`config.mk`:
```
export PLATFORM = sky130hd
export DESIGN_NAME = log_lane
export DESIGN_NICKNAME = d
export VERILOG_FILES = /design/src/rtl/log_lane.sv
export SDC_FILE = /design/constraint.sdc
export NUM_CORES = 1
export LEC_CHECK = 0
export ABC_AREA = 1
export CELL_PAD_IN_SITES_DETAIL_PLACEMENT = 0
export CELL_PAD_IN_SITES_GLOBAL_PLACEMENT = 1
export CORE_MARGIN = 5
export CORE_UTILIZATION = 35
export DETAILED_ROUTE_END_ITERATION = 8
export GPL_TIMING_DRIVEN = 0
export PLACE_DENSITY = 0.79
export RECOVER_POWER = 25
export SYNTH_ARGS = -nofsm -noshare
export SYNTH_HDL_FRONTEND = slang
export SYNTH_SLANG_ARGS = --single-unit
```
`constraint.sdc`:
```
create_clock -name Clk -period 3 [get_ports Clk]
set_clock_uncertainty 0.15 [all_clocks]
set_input_delay 0.45 -clock Clk [delete_from_list [all_inputs] [get_ports Clk]]
set_output_delay 0.45 -clock Clk [all_outputs]
set_load 0.02 [all_outputs]
```
`src/rtl/log_lane.sv`:
```
// Scrolling log sprite for one lane: frame-synchronous horizontal motion plus a
// two-stage registered pixel path (sprite ROM address, then palette/opacity).
module log_lane #(
    parameter logic [9:0]  LANE_Y  = 10'd96,
    parameter logic [10:0] START_X = 11'd0,
    parameter logic [3:0]  SPEED   = 4'd1,
    parameter logic        DIR     = 1'b1
) (
    input  logic        Clk,
    input  logic        Reset_n,
    input  logic        frame_clk,
    input  logic        run,
    input  logic        restart,
    input  logic [9:0]  DrawX,
    input  logic [9:0]  DrawY,
    input  logic [7:0]  rom_data,
    output logic [6:0]  DX,
    output logic [6:0]  DY,
    output logic [7:0]  pix_color,
    output logic        pix_on,
    output logic [10:0] log_x
);

    localparam int unsigned XW     = 11;
    localparam int unsigned SPR_W  = 96;
    localparam int unsigned SPR_H  = 24;
    localparam int unsigned PERIOD = 736;

    localparam logic [XW-1:0] C_SPR_W  = XW'(SPR_W);
    localparam logic [XW-1:0] C_PERIOD = XW'(PERIOD);
    localparam logic [XW-1:0] C_SPEED  = XW'(SPEED);

    logic          r_sync1;
    logic          r_sync2;
    logic          r_sync_d;
    logic [1:0]    r_warm;
    logic          w_frame_tick;

    logic [XW-1:0] r_log_x;
    logic [XW-1:0] w_sum;
    logic [XW-1:0] w_step_r;
    logic [XW-1:0] w_step_l;
    logic [XW-1:0] w_log_x_nxt;

    logic [XW-1:0] w_relx;
    logic [9:0]    w_rely;
    logic          w_hit1;
    logic          r_hit;
    logic [6:0]    r_dx;
    logic [6:0]    r_dy;
    logic [7:0]    r_pix_color;
    logic          r_pix_on;

    // frame_clk synchroniser; the edge detector's history flop stays high until
    // the synchroniser holds real samples, so a level already high at reset
    // release is never mistaken for a rising edge.
    always_ff @(posedge Clk or negedge Reset_n) begin
        if (!Reset_n) begin
            r_sync1  <= 1'b0;
            r_sync2  <= 1'b0;
            r_warm   <= 2'b00;
            r_sync_d <= 1'b1;
        end else begin
            r_sync1  <= frame_clk;
            r_sync2  <= r_sync1;
            r_warm   <= {r_warm[0], 1'b1};
            r_sync_d <= r_warm[1] ? r_sync2 : 1'b1;
        end
    end

    assign w_frame_tick = r_sync2 & ~r_sync_d;

    // Next position: wrap within the 736-pixel virtual track.
    always_comb begin
        w_sum       = r_log_x + C_SPEED;
        w_step_r    = (w_sum >= C_PERIOD) ? (w_sum - C_PERIOD) : w_sum;
        w_step_l    = (r_log_x < C_SPEED) ? (r_log_x + C_PERIOD - C_SPEED)
                                          : (r_log_x - C_SPEED);
        w_log_x_nxt = r_log_x;
        if (restart) begin
            w_log_x_nxt = START_X;
        end else if (w_frame_tick && run) begin
            w_log_x_nxt = DIR ? w_step_r : w_step_l;
        end
    end

    always_ff @(posedge Clk or negedge Reset_n) begin
        if (!Reset_n) begin
            r_log_x <= START_X;
        end else begin
            r_log_x <= w_log_x_nxt;
        end
    end

    // Stage 1 hit test; a column left of the sprite wraps to a large relx and
    // so fails the bound, which clips both screen edges without artefacts.
    always_comb begin
        w_relx = {1'b0, DrawX} + C_SPR_W - r_log_x;
        w_rely = DrawY - LANE_Y;
        w_hit1 = (w_relx < C_SPR_W) && (DrawY >= LANE_Y) && (w_rely < 10'(SPR_H));
    end

    always_ff @(posedge Clk or negedge Reset_n) begin
        if (!Reset_n) begin
            r_hit <= 1'b0;
            r_dx  <= 7'd0;
            r_dy  <= 7'd0;
        end else begin
            r_hit <= w_hit1;
            r_dx  <= w_hit1 ? w_relx[6:0] : 7'd0;
            r_dy  <= w_hit1 ? w_rely[6:0] : 7'd0;
        end
    end

    // Stage 2: palette index 0 is transparent.
    always_ff @(posedge Clk or negedge Reset_n) begin
        if (!Reset_n) begin
            r_pix_color <= 8'd0;
            r_pix_on    <= 1'b0;
        end else begin
            r_pix_color <= r_hit ? rom_data : 8'd0;
            r_pix_on    <= r_hit && (rom_data != 8'd0);
        end
    end

    assign DX        = r_dx;
    assign DY        = r_dy;
    assign pix_color = r_pix_color;
    assign pix_on    = r_pix_on;
    assign log_x     = r_log_x;

endmodule
```
==> impl_metrics.toml <==
[outcome]
outcome = "finished with violations"
failed_checks = "max-capacitance violations, max-slew violations"

[yosys]
yosysWarnings = 0
yosys.area_share.adder = 0.125
synth_edf_count = 0
netlist_area_mm2 = 0.00246
synth_xor_area_frac = 0.0244
yosys.area_share.simple = 0.281
synth_top_family_by_area = "simple AND/OR/NAND/NOR gates"
muxShareOfSynthArea = 0
synth_cell_types = 33
synth_compound_area_frac = 0.0595
ys_seq_area_frac = 0.407
ys_seq_elements = 40
async_reset_ff_frac = 1.00
ys.flop_type = "dfrtp_1"
synth_area_per_cell_um2 = 7.86
synthCells = 313

[sta]
slew_headroom = -0.406
fin_crit_ns = 2.77
setup_viol_count_final = 0
slew_violations = 41
grt_setup_unrepaired = "no"
fin_crit_sh = 0.924
max_clock_freq_mhz = 361
fin_ws_ns = 0.227
worstMarginPinSlew_ns = 2.11
hold_viol_final = 0

[worst_setup_path]
cp_max_fo = 10
crit_arrival_ns = 2.85
crit_chain = "clkdlybuf4s50_1 -> ha_1 -> ha_1 -> fa_1 -> nand3_1 -> nand3_1 -> xor2_1 -> nor2_1 -> nor2_2 -> nand4_2 -> buf_6 -> nor2_2"
endpoint_kind = "flip-flop"
reg2reg_setup_slack_ns = 0.29
critPathSlowestCell = "fa_1"
r2r-end = "DX[2]$_DFF_PN0_"
r2r_start = "log_x[0]$_DFFE_PN0P_"
cp-start-kind = "input pin"
critPathKind = "input pin to flip-flop"
r2r_cells = 12
cpPeakStageDelay_ns = 0.43
cp.required_ns = 3.08

[placement]
pre_cts_ws_ns = -0.130
io_buffer_count = 66
gp_congestion = 0.854
place_inst = 476
hpwl_um = 4670

[pwr]
seqPwrFrac = 0.459
p_comb_frac = 0.147
p_int_uw = 900
power_mw = 1.19
power_switching_uw = 294
ir_worst_vdd_mv = 0.149
leakage_nw = 1.69
clockPowerShare = 0.395
swShare = 0.246
power.density_mw_per_mm2 = 355

[clocking]
cts.path.max_buffers = 2
cts-root-buf = "clkbuf_8"
cts-htree-levels = 2
post-cts-setup-buffers = 0
ctsHoldBuffers = 0
path_clk_slew_ns = 0.08
cts_buffers = 5
cts-resized-gates = 0
cts_tree = "done"
clk_latency_ns = 0.30
clock_sinks = 40

[route]
drc = 0
wire_per_inst_um = 11.8
ant_nets = 0
finalWirelength_um = 5730
vias = 2180
firstDrtPassIters = 4
drtIter0Drc = 54
viasPerCell = 4.50

[floorplan]
io_pins = 67
dieWidth_um = 93.8
die-height_um = 93.8
initial_utilization = 0.360
die_area_mm2 = 0.00881
rows = 30
core-area_mm2 = 0.00683

[grt]
grt_max_degree = 41
track_usage = 0.138
antenna_found_initial = 0
grt_overflow = 0
grt_pass1_wl_um = 9630
grt_pass1_vias = 2071

[final_layout]
synthToLayoutAreaGrowth_pct = 36.6
fin_nets = 444
antennaDiodeCount = 0
utilization = 0.492
layout-drive-gt1-share = 0.0799
stdcell_count = 484

[min_path]
whs_path_depth = 0
holdCritPathClass = "flip-flop to flip-flop"
hold_start = "r_sync1$_DFF_PN0_"
hold_path_end = "r_sync2$_DFF_PN0_"

[run]
cap_viol_max_count = 1
==> how the worst max path moves through the flow <==
stage                              start         endpoint  cells after the start
floorplan           log_x[1]$_DFFE_PN0P_  DX[5]$_DFF_PN0_                     12
global placement                DrawX[1]  DX[5]$_DFF_PN0_                     12
detailed placement              DrawX[1]  DX[2]$_DFF_PN0_                     12
CTS                 log_x[1]$_DFFE_PN0P_  DX[2]$_DFF_PN0_                     12
global route                    DrawX[1]  DX[5]$_DFF_PN0_                     14
finish                          DrawX[1]  DX[2]$_DFF_PN0_                     12
==> registers in the layout, summed over array words and instances, names as in the netlist <==
signal,cells
DX,7
r_hit,1
pix_on,1
DY,7
r_sync_d,1
log_x,11
r_sync1,1
r_warm,2
pix_color,8
r_sync2,1
==> layer usage <==
layer	global-route usage	up-vias	share of wire
li1	-	1122	-
met1	0.166	1007	0.43
met2	0.245	43	0.52
met3	0.0240	8	0.040
met4	0.0493	0	0.016
met5	0	-	0
==> critical path: cells and delay by family <==
kind / cells / cell delay, ns
fa+ha+maj: 3 / 0.98
simple gates: 6 / 0.60
buf+inv: 2 / 0.59
xor+xnor: 1 / 0.21
==> Yosys cell counts (2+ instances only) <==
master,instances,share of area
nand2_1,81,0.12
inv_1,59,0.090
dfrtp_1,39,0.40
ha_1,23,0.12
nor2_1,22,0.034
nand3_1,19,0.039
nor2_2,10,0.025
a21oi_1,9,0.018
nand4_1,8,0.020
o21ai_0,6,0.012
nand2_2,5,0.013
o22ai_1,4,0.010
xnor2_1,3,0.011
conb_1,2,0.0031
nor4_1,2,0.0051
o21ai_1,2,0.0041
o21bai_1,2,0.0061
xor2_1,2,0.0071
==> power groups by stage <==
| stage | sequential (mW) | clock, mW | combinational, mW |
|---|---|---|---|
| floorplan | 0.561 | 0 | 0.0941 |
| global placement | 0.558 | 0 | 0.178 |
| detailed placement | 0.559 | 0 | 0.178 |
| CTS | 0.548 | 0.482 | 0.179 |
| global route | 0.548 | 0.499 | 0.200 |
| finish | 0.548 | 0.471 | 0.175 |
==> cell usage in the layout (no fill, tap or decap), drive strengths merged, types with 3 or more instances in the layout <==
| master | n |
|---|---|
| nand2 | 86 |
| conb | 3 |
| clkbuf | 8 |
| dfrtp | 39 |
| a21oi | 9 |
| o21ai | 8 |
| nand3 | 20 |
| xnor2 | 3 |
| xor2 | 3 |
| clkdlybuf4s50 | 64 |
| nand4 | 9 |
| o22ai | 4 |
| nor2 | 33 |
| inv | 59 |
| ha | 23 |
==> area by class of cell <==
| class | instances | area, µm² |
|---|---|---|
| clock inverters | 2 | 38.8 |
| repair buffers | 66 | 654 |
| flip-flops and latches | 40 | 1000 |
| clock buffers | 6 | 82.6 |
| multi-input cells | 212 | 1220 |
| plain buffers | 3 | 22.5 |
| well taps | 96 | 120 |
| fillers | 730 | 3470 |
| inverters | 59 | 221 |
==> cells by family (layout without fill, tap and decap cells) <==
group	Yosys count	count (layout)
compound gates	26	26
buf+inv	62	136
flops	40	40
other cells	2	3
xor+xnor	6	6
simple gates	153	153
fa+ha+maj	24	24
==> stage by stage <==
stage,setup TNS (ns),hold slack [ns],area (µm²)
2_1_floorplan,0,0.00441,2460
3_3_place_gp,-1.03,0.184,3240
3_5_place_dp,-1.07,0.195,3240
4_1_cts,0,0.156,3360
5_1_grt,0,0.230,3360
6_report,0,0.209,3360
Power figures use the tool's default switching activity.
